<file path="src/rtl/line_segment_feeder_if.sv">
// Segment upload port: valid/ready handshake carrying both endpoints of one line segment.
interface line_segment_feeder_if;
  logic        seg_valid_in;
  logic        seg_ready_out;
  logic [10:0] seg_x1_in;
  logic [9:0]  seg_y1_in;
  logic [10:0] seg_x2_in;
  logic [9:0]  seg_y2_in;

  modport master (
    output seg_valid_in, seg_x1_in, seg_y1_in, seg_x2_in, seg_y2_in,
    input  seg_ready_out
  );

  modport slave (
    input  seg_valid_in, seg_x1_in, seg_y1_in, seg_x2_in, seg_y2_in,
    output seg_ready_out
  );
endinterface

</file>
<file path="src/rtl/line_segment_feeder.sv">
// Buffers segments in a FIFO and pops/normalises one at frame start; results appear 1 cycle later.
// Upstream is stalled only by a full FIFO (ready = !full); the renderer side never backpressures.
module line_segment_feeder #(
  parameter int FIFO_DEPTH  = 4,
  parameter int HOLD_FRAMES = 1,
  parameter int H_MAX       = 1279,
  parameter int V_MAX       = 719
) (
  input  logic                          clk_in,
  input  logic                          rst_n_in,
  input  logic [10:0]                   hcount_in,
  input  logic [9:0]                    vcount_in,
  line_segment_feeder_if.slave          seg,
  output logic [10:0]                   x1_out,
  output logic [9:0]                    y1_out,
  output logic [10:0]                   x2_out,
  output logic [9:0]                    y2_out,
  output logic                          line_rst_out,
  output logic                          line_active_out,
  output logic                          reject_out,
  output logic [$clog2(FIFO_DEPTH):0]   fifo_count_out
);

  localparam int AW = $clog2(FIFO_DEPTH);
  localparam int CW = AW + 1;
  localparam int HW = (HOLD_FRAMES > 1) ? $clog2(HOLD_FRAMES) : 1;
  localparam logic [10:0] HMAX_L = 11'(H_MAX);
  localparam logic [9:0]  VMAX_L = 10'(V_MAX);

  typedef struct packed {
    logic [10:0] x1;
    logic [9:0]  y1;
    logic [10:0] x2;
    logic [9:0]  y2;
  } seg_t;

  seg_t          mem_q [FIFO_DEPTH];
  logic [AW-1:0] wr_ptr_q, wr_ptr_d;
  logic [AW-1:0] rd_ptr_q, rd_ptr_d;
  logic [CW-1:0] count_q, count_d;
  logic [HW-1:0] hold_q, hold_d;

  logic [10:0] x1_q, x1_d, x2_q, x2_d;
  logic [9:0]  y1_q, y1_d, y2_q, y2_d;
  logic        rst_q, rst_d, active_q, active_d, reject_q, reject_d;

  logic        frame_start, push, pop, ready, drawable;
  seg_t        head, sw;
  logic [10:0] nx1, nx2;
  logic [9:0]  ny1, ny2;
  logic signed [11:0] dx, dy;

  assign frame_start = (hcount_in == 11'd0) && (vcount_in == 10'd0);
  assign ready       = (count_q != CW'(FIFO_DEPTH));
  assign push        = seg.seg_valid_in && ready;
  assign pop         = frame_start && (count_q != '0) && ((hold_q == '0) || !active_q);

  // Swap so x1 <= x2, then clamp; clamping is monotonic so the ordering survives.
  assign head = mem_q[rd_ptr_q];
  assign sw   = (head.x1 > head.x2) ? '{x1: head.x2, y1: head.y2, x2: head.x1, y2: head.y1} : head;
  assign nx1  = (sw.x1 > HMAX_L) ? HMAX_L : sw.x1;
  assign nx2  = (sw.x2 > HMAX_L) ? HMAX_L : sw.x2;
  assign ny1  = (sw.y1 > VMAX_L) ? VMAX_L : sw.y1;
  assign ny2  = (sw.y2 > VMAX_L) ? VMAX_L : sw.y2;
  assign dx   = $signed({1'b0, nx2}) - $signed({1'b0, nx1});
  assign dy   = $signed({2'b00, ny2}) - $signed({2'b00, ny1});
  assign drawable = (dy >= 12'sd0) && (dy <= dx);

  always_comb begin
    wr_ptr_d = wr_ptr_q;
    rd_ptr_d = rd_ptr_q;
    count_d  = count_q;
    if (push) wr_ptr_d = wr_ptr_q + AW'(1);
    if (pop)  rd_ptr_d = rd_ptr_q + AW'(1);
    if (push && !pop)      count_d = count_q + CW'(1);
    else if (pop && !push) count_d = count_q - CW'(1);
  end

  always_comb begin
    hold_d = hold_q;
    if (pop)                                hold_d = HW'(HOLD_FRAMES - 1);
    else if (frame_start && hold_q != '0)   hold_d = hold_q - HW'(1);
  end

  // Endpoints only move together with a restart pulse to the renderer.
  always_comb begin
    x1_d     = x1_q;
    y1_d     = y1_q;
    x2_d     = x2_q;
    y2_d     = y2_q;
    active_d = active_q;
    rst_d    = 1'b0;
    reject_d = 1'b0;
    if (pop) begin
      if (drawable) begin
        x1_d     = nx1;
        y1_d     = ny1;
        x2_d     = nx2;
        y2_d     = ny2;
        active_d = 1'b1;
        rst_d    = 1'b1;
      end else begin
        active_d = 1'b0;
        reject_d = 1'b1;
      end
    end else if (frame_start && active_q) begin
      rst_d = 1'b1;
    end
  end

  always_ff @(posedge clk_in) begin
    if (push) mem_q[wr_ptr_q] <= '{x1: seg.seg_x1_in, y1: seg.seg_y1_in,
                                   x2: seg.seg_x2_in, y2: seg.seg_y2_in};
  end

  always_ff @(posedge clk_in or negedge rst_n_in) begin
    if (!rst_n_in) begin
      wr_ptr_q <= '0;
      rd_ptr_q <= '0;
      count_q  <= '0;
      hold_q   <= '0;
      x1_q     <= '0;
      y1_q     <= '0;
      x2_q     <= '0;
      y2_q     <= '0;
      active_q <= 1'b0;
      reject_q <= 1'b0;
      rst_q    <= 1'b1;
    end else begin
      wr_ptr_q <= wr_ptr_d;
      rd_ptr_q <= rd_ptr_d;
      count_q  <= count_d;
      hold_q   <= hold_d;
      x1_q     <= x1_d;
      y1_q     <= y1_d;
      x2_q     <= x2_d;
      y2_q     <= y2_d;
      active_q <= active_d;
      reject_q <= reject_d;
      rst_q    <= rst_d;
    end
  end

  assign seg.seg_ready_out = ready;
  assign x1_out            = x1_q;
  assign y1_out            = y1_q;
  assign x2_out            = x2_q;
  assign y2_out            = y2_q;
  assign line_rst_out      = rst_q;
  assign line_active_out   = active_q;
  assign reject_out        = reject_q;
  assign fifo_count_out    = count_q;

endmodule
</file>
<file path="src/flat_wrapper.sv">
// flat-port wrapper written by rule: the top's interface ports become plain ports
module line_segment_feeder_flat 
#(
  parameter int FIFO_DEPTH  = 4,
  parameter int HOLD_FRAMES = 1,
  parameter int H_MAX       = 1279,
  parameter int V_MAX       = 719
)
  (clk_in, rst_n_in, hcount_in, vcount_in, x1_out, y1_out, x2_out, y2_out, line_rst_out, line_active_out, reject_out, fifo_count_out, seg_seg_valid_in, seg_seg_x1_in, seg_seg_y1_in, seg_seg_x2_in, seg_seg_y2_in, seg_seg_ready_out);
  line_segment_feeder_if seg_i ();
  input  logic clk_in;
  input  logic rst_n_in;
  input  logic [10:0] hcount_in;
  input  logic [9:0] vcount_in;
  output logic [10:0] x1_out;
  output logic [9:0] y1_out;
  output logic [10:0] x2_out;
  output logic [9:0] y2_out;
  output logic line_rst_out;
  output logic line_active_out;
  output logic reject_out;
  output logic [$clog2(FIFO_DEPTH):0] fifo_count_out;
  input wire logic [$bits(seg_i.seg_valid_in)-1:0] seg_seg_valid_in;
  input wire logic [$bits(seg_i.seg_x1_in)-1:0] seg_seg_x1_in;
  input wire logic [$bits(seg_i.seg_y1_in)-1:0] seg_seg_y1_in;
  input wire logic [$bits(seg_i.seg_x2_in)-1:0] seg_seg_x2_in;
  input wire logic [$bits(seg_i.seg_y2_in)-1:0] seg_seg_y2_in;
  output wire logic [$bits(seg_i.seg_ready_out)-1:0] seg_seg_ready_out;
  assign seg_i.seg_valid_in = seg_seg_valid_in;
  assign seg_i.seg_x1_in = seg_seg_x1_in;
  assign seg_i.seg_y1_in = seg_seg_y1_in;
  assign seg_i.seg_x2_in = seg_seg_x2_in;
  assign seg_i.seg_y2_in = seg_seg_y2_in;
  assign seg_seg_ready_out = seg_i.seg_ready_out;
  line_segment_feeder #(.FIFO_DEPTH(FIFO_DEPTH), .HOLD_FRAMES(HOLD_FRAMES), .H_MAX(H_MAX), .V_MAX(V_MAX)) u_core (.clk_in(clk_in), .rst_n_in(rst_n_in), .hcount_in(hcount_in), .vcount_in(vcount_in), .seg(seg_i), .x1_out(x1_out), .y1_out(y1_out), .x2_out(x2_out), .y2_out(y2_out), .line_rst_out(line_rst_out), .line_active_out(line_active_out), .reject_out(reject_out), .fifo_count_out(fifo_count_out));
endmodule
</file>
<file path="config.mk">
export PLATFORM = sky130hd
export DESIGN_NAME = line_segment_feeder_flat
export DESIGN_NICKNAME = d
export VERILOG_FILES = /design/src/rtl/line_segment_feeder_if.sv /design/src/rtl/line_segment_feeder.sv /design/src/flat_wrapper.sv
export SDC_FILE = /design/constraint.sdc
export NUM_CORES = 1
export LEC_CHECK = 0
export BUFFER_PORTS_ARGS = -buffer_cell sky130_fd_sc_hd__buf_2
export CORE_ASPECT_RATIO = 1.2
export CORE_MARGIN = 8
export CORE_UTILIZATION = 53
export DETAILED_ROUTE_END_ITERATION = 10
export HOLD_SLACK_MARGIN = 0.03
export PLACE_DENSITY = 0.88
export SYNTH_ARGS = -nofsm -noshare
export SYNTH_HDL_FRONTEND = slang
export SYNTH_SLANG_ARGS = --single-unit
</file>
<file path="constraint.sdc">
create_clock -name clk_in -period 7.5 [get_ports clk_in]
set_input_delay 0.375 -clock clk_in [delete_from_list [all_inputs] [get_ports clk_in]]
set_output_delay 0.375 -clock clk_in [all_outputs]
set_load 0.1 [all_outputs]
</file>
==> run metrics, run 1 <==
overall power 4.57 mW; Post-synth EDFFs 168; Setup violations, final 0; cell taking the most area after synthesis edfxtp_1; vias in the first global route 6466; Netlist cell types 59; CTS root buffer clkbuf_16; Detailed Place HPWL 15.7 mm; placed cell area 11300 um^2; met3 usage 0.0487; Synthesized Nets 798; DRC 0; post-DR vias/cell 5.76; clock buffer count from CTS 22; Finished Layout Cells 1091; most frequent cells in the layout 168 x edfxtp_1, 114 x buf_2, 51 x dfrtp_1; Starting Density 0.537; Die Wd 144 um; global route hottest layer met2; Final Hold Viols 0; synth-to-layout area growth 16.0%; Max transition margin 0.264; Worst EP required 7.88 ns; power per cell area 377 nW/um^2; Synth top area share 0.484; maximum clock path buffer count 3; Final Cell Area 12100 um^2; Final Worst Setup Slack 0.397 ns; Mapped Area 10400 um^2; # diodes 0; met2 GRT Util 0.305; f_max 0.141 GHz; Placement Setup Slack 0.239 ns; die area 24400 um^2; overall routing resource usage 0.183; clk slew on worst S/H paths 0.06 ns; placed cells 1046; Buffers on Ports 114; Via Count 6284; Fin Clk Skew 0.0135 ns; Tcrit/Tclk final 0.947; Tightest Hold Check Type in2reg; post-DR wirelength/cell 20.8 um; H-tree levels 1; DRT Wirelength 22.7 mm; fin nets 932; Core Area 19400 um^2; Pleak 4.86 nW; Yosys reg bits 221; TritonCTS Sinks 221; global route overflow 0; VDD IR max 0.186 mV; drt first pass iters 5; RSZ-0062 raised after global routing no; post-route ant nets 0; critical path peak fanout 42; Avg Inst Size Synth 15.3 um^2; Synth area leaders edfxtp_1 48%, dfrtp_1 12%, mux4_2 9.1%, ha_1 5.9%, mux2_4 2.7%; most common cell after layout, fill and taps aside edfxtp_1; DRT iter0 DRCs 514; startpoint types register; sequential area share after synthesis 0.611; row count 56; slew at the pin with the worst max-slew slack 1.10 ns; status complete, no violations; Placer Congestion 0.940; clk_lat worst skew 0.50 ns; asr flop ratio synth 0.240; final slew viol count 0; initial antenna violation count 3; synthesized instance count 680; Yosys warning total 0; CTS tree yes; # IOs 115; fin crit period 7.10 ns; crit end category register; Final TNS setup 0 ns; layout cells sized above 1 0.311; largest net degree at the start of global routing 54; kind of critical path reg2reg; predominant post-synthesis flop cell edfxtp_1; final core utilization 0.623; first-pass GRT wire length 34.6 mm; die height 170 um; grt met1 use 0.225; WHS 0.0882 ns; MaxCap Viol Count 0; Worst Path Arrival 7.48 ns
-- critical path, stage by stage (launching register included) --
cell and delay, ns:
dfrtp_2 0.43, buf_12 0.20, mux4_2 0.57, ha_1 0.35, a21oi_1 0.15, o21ai_0 0.12
a221oi_1 0.36, nand2_1 0.21, mux2_2 0.37, and2_1 0.17, ha_1 0.17, inv_1 0.05
fa_1 0.41, a21o_1 0.21, a21oi_1 0.21, o21bai_1 0.11, a2111o_1 0.43, a31o_2 0.24
a21oi_1 0.17, xor2_1 0.10, ha_1 0.30, nand4_1 0.08, or3_1 0.31, a31oi_1 0.17
a41oi_1 0.07, or3_2 0.45, buf_6 0.23, mux2_4 0.33
-- cell usage after synthesis (all sizes together), types with 2 or more instances --
master,count
edfxtp,168
dfrtp,52
ha,49
nand2,48
mux4,42
o21ai,31
mux2,28
inv,26
nor2,24
nor2b,21
mux2i,20
buf,17
a211oi,15
a21oi,15
xor2,10
nand3,9
o211ai,9
xnor2,9
nand4,8
nor4,8
clkbuf,7
or2,6
and2,5
and3,5
nor3,5
o21a,5
a211o,3
a21o,3
fa,3
nand2b,3
o31ai,3
a31o,2
a31oi,2
o211a,2
o21bai,2
or3,2
or4,2
-- routing by layer --
| metal | part of all wire | vias to the layer above |
|---|---|---|
| met3 | 0.071 | 50 |
| li1 | - | 2891 |
| met5 | 0.0015 | - |
| met1 | 0.40 | 3150 |
| met2 | 0.50 | 187 |
| met4 | 0.029 | 6 |
-- final cells by class --
cell class,instances,area (um^2)
clock buffers,30,652
repair buffers,134,769
fillers,1399,7310
multi-input cells,409,3820
inverters,26,97.6
flip-flops and latches,221,6370
well taps,261,327
clock inverters,10,61.3
-- power breakdown --
group | switching (mW) | internal [mW] | total [mW]
clock network | 0.446 | 0.612 | 1.06
registers | 0.0601 | 1.54 | 1.60
logic | 1.15 | 0.763 | 1.91
-- repair_timing --
item | in CTS | in global routing
hold buffers | 1 | 0
resized for setup | 0 | 5
setup endpoints to repair | 0 | 44
hold endpoints to repair | 51 | 0
setup buffers | 0 | 3
-- path summary, 6_finish.rpt --
check | cells after the start | slack [ns] | from | endpoint
max | 27 | 0.40 | u_core.rd_ptr_q[0]$_DFFE_PN0P_ | u_core.x2_out[5]$_DFFE_PN0P_
min | 1 | 0.09 | seg_seg_y1_in[6] | u_core.mem_q[1][27]$_DFFE_PP_
max reg2reg | 27 | 0.40 | u_core.rd_ptr_q[0]$_DFFE_PN0P_ | u_core.x2_out[5]$_DFFE_PN0P_
min reg2reg | 2 | 0.48 | u_core.y2_out[0]$_DFFE_PN0P_ | u_core.y2_out[0]$_DFFE_PN0P_
max in group asynchronous | 3 | 6.49 | rst_n_in | u_core.rd_ptr_q[0]$_DFFE_PN0P_
min in group asynchronous | 3 | 0.52 | rst_n_in | u_core.y1_out[7]$_DFFE_PN0P_
-- cells by family (layout without fill, tap and decap cells) --
logic type / after synthesis / in the layout / share of synthesized area
and+or+nand+nor: 147 / 147 / 0.0714
xor gates and xnor gates: 19 / 19 / 0.0160
adders and majority gates: 52 / 52 / 0.0646
buffers and inverters: 50 / 200 / 0.0250
muxes: 90 / 90 / 0.147
AOI/OAI and AO/OA: 101 / 101 / 0.0649
DFF: 221 / 221 / 0.611
-- registers in the layout (all words and copies together) (netlist names), 2 cells and up --
register               count
u_core.fifo_count_out      3
u_core.mem_q             168
u_core.rd_ptr_q            2
u_core.wr_ptr_q            2
u_core.x1_out             11
u_core.x2_out             11
u_core.y1_out             10
u_core.y2_out             10
No activity file was read; power rests on OpenSTA's default activity.
==> run 2, diff against run 1 <==
CORE_ASPECT_RATIO = 0.6   (was 1.2)
==> run 2 against run 1 <==
  * Utilization rose by 0.86 points
  * Sequential power about the same
  * Cell count rose by 1.2%
  * Register-to-register slack got worse by 0.06 ns
  * Fmax shrank 0.90%
  * Clock power is 10% lower
  * Worst setup slack got worse by 0.064 ns
  * Critical endpoint is now u_core.y2_out[3]$_DFFE_PN0P_
  * Largest cell class unchanged
  * Highest routed layer unchanged
==> run metrics, run 2 (synthesized netlist as in run 1, its figures left out) <==
MaxCap Viol Count 0 (unchanged); placed cells 1060 (+1.3%); Die Wd 197 um (+37%); Filler cells 1379 (-1.4%); global route overflow 0 (unchanged); Tcrit/Tclk final 0.956 (+0.00858); Final Hold Viols 0 (unchanged); RR Endpoint u_core.y2_out[3]$_DFFE_PN0P_; Clock power frac 0.210 (-0.022); status complete, no violations; CP max-delay cell mux4_2; WHS 0.0734 ns (-0.0148 ns); Final TNS setup 0 ns (unchanged); # IOs 115 (unchanged); Placer Congestion 0.952 (+1.3%); Max transition margin 0.255 (-0.00949); Final Worst Setup Slack 0.333 ns (-0.0644 ns); kind of critical path reg2reg; share of power burned in registers 0.353 (+0.003); layout cells sized above 1 0.315 (+0.00375); clk slew on worst S/H paths 0.07 ns (about the same); Placement Setup Slack 0.0886 ns (-0.151 ns); Setup violations, final 0 (unchanged); Most flops, register u_core.mem_q; fin crit period 7.17 ns (+0.0644 ns); maximum clock path buffer count 3 (unchanged); max reg flops 168 (unchanged); first-pass GRT wire length 37.4 mm (+8.2%); die height 125 um (-27%); VDD IR max 0.236 mV (+27%); critical path peak fanout 20 (-52%); placed cell area 11400 um^2 (+0.98%); worst path buffer plus inverter count 5 (+2); DRC 0 (unchanged); crit end category register; fin nets 941 (+0.97%); vias in the first global route 6385 (-1.3%); power per cell area 373 nW/um^2 (-1.3%); DRT Wirelength 24.0 mm (+5.7%); row count 39 (-30%); reg2reg path depth 29 (+7.4%); synth-to-layout area growth 16.2%; Hold Crit Start seg_seg_x2_in[6]; sw power 1.68 mW (+1.6%); Buffers on Ports 114 (unchanged); Starting Density 0.544 (+0.00648); Finished Layout Cells 1104 (+1.2%); final core utilization 0.632 (+0.00863); most common cell after layout, fill and taps aside edfxtp_1; Int Pwr 2.84 mW (-2.6%); clk_lat worst skew 0.52 ns (+0.02 ns); overall routing resource usage 0.195 (+0.0117); f_max 0.140 GHz (-0.90%); Fin Clk Skew 0.0182 ns (+0.00475 ns); largest net degree at the start of global routing 54 (unchanged); crit-path leading delay family compound AO/OA/AOI/OAI gates; TritonCTS Sinks 221 (unchanged); Pleak 4.86 nW (about the same); Worst R2R Setup Slack 0.33 ns (-0.06 ns); Worst EP required 7.89 ns (about the same); Detailed Place HPWL 17.2 mm (+9.3%); drt first pass iters 5 (unchanged); die area 24600 um^2 (+0.53%); Via Count 6400 (+1.8%); final slew viol count 0 (unchanged); overall power 4.51 mW (-1.1%); clock buffer count from CTS 20 (-9.1%); initial antenna violation count 8 (+5); post-route ant nets 0 (unchanged); CP peak stage delay 0.59 ns (+0.02 ns); Comb power frac 0.437 (+0.019); Final Cell Area 12100 um^2 (+0.18%); most frequent cells in the layout 168 x edfxtp_1, 114 x buf_2, 51 x dfrtp_1; Tightest Hold Check Type in2reg; Hold EP u_core.mem_q[3][16]$_DFFE_PP_; Core Area 19200 um^2 (-1.2%); slew at the pin with the worst max-slew slack 1.12 ns (+0.0142 ns); Critical R2R Launch u_core.rd_ptr_q[0]$_DFFE_PN0P_; CTS root buffer clkbuf_16; startpoint types register; WHS Path Cells 1 (unchanged); post-DR wirelength/cell 21.7 um (+4.5%); Worst Path Arrival 7.56 ns (+0.08 ns); post-DR vias/cell 5.80 (+0.65%); DRT iter0 DRCs 601 (+17%); Sw Share 0.371 (+0.00974); H-tree levels 1 (unchanged); CTS tree yes
[run 2: timing repair]
item,4_1_cts,5_1_grt
resized for setup,0,10
setup endpoints to repair,0,44
setup buffers,0,6
hold endpoints to repair,52,0
hold buffers,1,0
[run 2: how the worst max path moves through the flow]
stage / startpoint / end / slack, ns / cells past startpoint
final: u_core.rd_ptr_q[0]$_DFFE_PN0P_ / u_core.y2_out[3]$_DFFE_PN0P_ / 0.33 / 29
after global routing: u_core.rd_ptr_q[0]$_DFFE_PN0P_ / u_core.y2_out[3]$_DFFE_PN0P_ / -0.005 / 28
after CTS: u_core.rd_ptr_q[0]$_DFFE_PN0P_ / u_core.y2_out[3]$_DFFE_PN0P_ / 0.05 / 27
after detailed placement: u_core.rd_ptr_q[0]$_DFFE_PN0P_ / u_core.y2_out[3]$_DFFE_PN0P_ / 0.09 / 27
after global placement: u_core.rd_ptr_q[0]$_DFFE_PN0P_ / u_core.y2_out[1]$_DFFE_PN0P_ / 0.11 / 27
after floorplan: u_core.rd_ptr_q[0]$_DFFE_PN0P_ / u_core.x1_out[0]$_DFFE_PN0P_ / 0.37 / 33
[run 2: final cells by class]
type,instances,area [um^2],share of cell area
antenna,2,5.00,0.000413
clock buffer,30,558,0.0461
clock inverter,5,48.8,0.00403
inverter,26,97.6,0.00805
multi-input combinational,409,3850,0.317
sequential,221,6370,0.526
tap,266,333,0.0275
timing repair buffer,145,856,0.0706
[run 2: metal layers]
metal,share of wire,GRT usage,wire length (um),vias up
met4,0.014,0.0300,329,12
met2,0.39,0.256,9360,319
met5,0.0031,0,74,-
met1,0.47,0.300,11300,3127
li1,-,-,-,2907
met3,0.12,0.0788,2930,35
[run 2: power by group through the flow]
| stage | Clock [mW] | Sequential, mW | Combinational [mW] |
|---|---|---|---|
| floorplan | 0 | 1.66 | 1.33 |
| global placement | 0 | 1.61 | 1.87 |
| detailed placement | 0 | 1.62 | 1.89 |
| CTS | 0.968 | 1.60 | 1.91 |
| global route | 1.02 | 1.61 | 2.20 |
| finish | 0.950 | 1.59 | 1.97 |
==> run 3, diff against run 2 <==
CORE_MARGIN = 3   (was 8)
clock period = 6 ns   (was 7.5 ns; I/O delays follow)
==> run 3 against run 2 <==
  * The flow now finishes with violations (negative setup slack)
  * Total power grew 53%
  * Combinational power grew 81%
  * First-iteration DRC count grew 19%
  * Via count grew 15%
  * Flip-flop and latch count is the same
  * Cell area grew 18%
  * Critical endpoint is now u_core.x2_out[9]$_DFFE_PN0P_
  * Highest routed layer is now met4
==> run metrics, run 3 (synthesized netlist as in run 1, its figures left out) <==
Comb power frac 0.517 (+0.080); Worst EP required 6.38 ns (-1.51 ns); DRT iter0 DRCs 717 (+19%); Int Pwr 4.37 mW (+54%); Final Worst Setup Slack -0.815 ns (-1.15 ns); clk slew on worst S/H paths 0.07 ns (about the same); RSZ-0062 raised after global routing yes; Worst Path Arrival 7.20 ns (-0.36 ns); # diodes 0 (-2); Final Hold Viols 0 (unchanged); Via Count 7375 (+15%); fin nets 1134 (+21%); first-pass GRT wire length 42.2 mm (+13%); final slew viol count 0 (unchanged); synth-to-layout area growth 37.6%; Multi-input gate area 4230 um^2 (+10%); Tcrit/Tclk final 1.14 (+0.180); Starting Density 0.544 (unchanged); clk_lat worst skew 0.53 ns (about the same); crit-path leading delay family simple AND/OR/NAND/NOR gates; die height 115 um (-8.0%); overall power 6.89 mW (+53%); Clock power frac 0.192 (-0.018); vias in the first global route 7389 (+16%); Die Wd 187 um (-5.1%); failing checks negative setup slack; Detailed Place HPWL 17.8 mm (+3.7%); die area 21400 um^2 (-13%); kind of critical path reg2reg; WHS 0.0493 ns (-0.0241 ns); f_max 0.147 GHz (+5.2%); MaxCap Viol Count 0 (unchanged); sw power 2.52 mW (+50%); Pleak 5.95 nW (+22%); H-tree levels 1 (unchanged); global route overflow 0 (unchanged); post-route ant nets 0 (unchanged); CP peak stage delay 0.55 ns (-0.04 ns); status finished with violations; slew at the pin with the worst max-slew slack 1.19 ns (+0.0743 ns); maximum clock path buffer count 3 (unchanged); Tightest Hold Check Type in2reg; worst path buffer plus inverter count 7 (+2); DRT Wirelength 28.4 mm (+19%); startpoint types register; largest net degree at the start of global routing 54 (unchanged); CP max-delay cell mux4_2; Most flops, register u_core.mem_q; drt first pass iters 5 (unchanged); max reg flops 168 (unchanged); Filler cells 1125 (-18%); TritonCTS Sinks 221 (unchanged); Hold Crit Start seg_seg_y2_in[0]; post-DR wirelength/cell 22.0 um (+1.2%); share of power burned in registers 0.291 (-0.062); CTS tree yes; # IOs 115 (unchanged); most common cell after layout, fill and taps aside edfxtp_1; post-DR vias/cell 5.69 (-1.8%); Setup violations, final 45 (+45); Final Cell Area 14300 um^2 (+18%); Placer Congestion 0.938 (-1.6%); DRC 0 (unchanged); row count 39 (unchanged); Max transition margin 0.205 (-0.0495); crit end category register; Crit path top cell by count buf_12; power per cell area 480 nW/um^2 (+29%); placed cell area 12400 um^2 (+8.7%); critical path startpoint u_core.rd_ptr_q[0]$_DFFE_PN0P_; critical path peak fanout 7 (-65%); Buffers on Ports 114 (unchanged); Critical R2R Launch u_core.rd_ptr_q[0]$_DFFE_PN0P_; initial antenna violation count 0 (-8); CTS root buffer clkbuf_16; clock buffer count from CTS 20 (unchanged); overall routing resource usage 0.257 (+0.0622); Core Area 19200 um^2 (unchanged); fin crit period 6.81 ns (-0.353 ns); Fin Clk Skew 0.0273 ns (+0.00910 ns); Sw Share 0.366 (-0.00532); final core utilization 0.748 (+0.116); layout cells sized above 1 0.468 (+0.154); sequential cell area 6370 um^2 (unchanged); most frequent cells in the layout 168 x edfxtp_1, 156 x buf_4, 114 x buf_2; VDD IR max 0.363 mV (+53%); Placement Setup Slack -0.810 ns (-0.898 ns)
[run 3: final timing paths]
check | end | slack [ns] | cells after the start
hold reg to reg | u_core.y1_out[3]$_DFFE_PN0P_ | 0.47 | 2
setup / recovery | u_core.x2_out[9]$_DFFE_PN0P_ | -0.81 | 28
min in group asynchronous | u_core.line_active_out$_DFFE_PN0P_ | 0.45 | 3
hold / removal | u_core.mem_q[0][0]$_DFFE_PP_ | 0.05 | 1
max in group asynchronous | u_core.rd_ptr_q[0]$_DFFE_PN0P_ | 5.08 | 3
setup reg to reg | u_core.x2_out[9]$_DFFE_PN0P_ | -0.81 | 28
[run 3: metal layers]
layer | up-vias | share of wire | global-route usage
met5 | - | 0 | 0
li1 | 3307 | - | -
met2 | 323 | 0.45 | 0.395
met1 | 3708 | 0.45 | 0.388
met4 | 0 | 0.017 | 0.0549
met3 | 37 | 0.083 | 0.0483
[run 3: area by class of cell]
cell class              instances  area share
flip-flops and latches        221       0.444
multi-input cells             410       0.295
repair buffers                337       0.183
clock buffers                  25      0.0390
well taps                     266      0.0232
clock inverters                10     0.00872
inverters                      26     0.00680
[run 3: worst register-to-register path, delay by kind of cell (launching register included)]
family,cells,cell delay [ns]
compound gates,9,1.56
fa+ha+maj,3,0.90
buf+inv,7,1.09
flops,1,0.45
simple gates,6,1.75
mux,2,0.86
xor+xnor,1,0.06
[run 3: per-stage QoR]
stage,setup TNS (ns),std cells
after floorplan,-23.41,680
after global placement,-24.44,1178
after detailed placement,-32.64,1178
after CTS,-23.95,1282
after global routing,-37.68,1295
final,-29.59,1295
[run 3: power groups by stage]
| stage | combinational [mW] | clock (mW) | sequential (mW) |
|---|---|---|---|
| CTS | 3.23 | 1.33 | 2.00 |
| global route | 3.83 | 1.40 | 2.02 |
| floorplan | 1.71 | 0 | 2.08 |
| finish | 3.56 | 1.32 | 2.00 |
| global placement | 2.87 | 0 | 2.01 |
| detailed placement | 2.97 | 0 | 2.03 |
[run 3: what timing repair did]
| action | in CTS | in global routing |
|---|---|---|
| endpoints found under the setup margin | 45 | 45 |
| cloned | 4 | 5 |
| setup buffers | 26 | 8 |
| hold endpoints to repair | 212 | 2 |
| pin swaps | 7 | 18 |
| hold buffers | 41 | 1 |
| gates resized for setup | 45 | 54 |
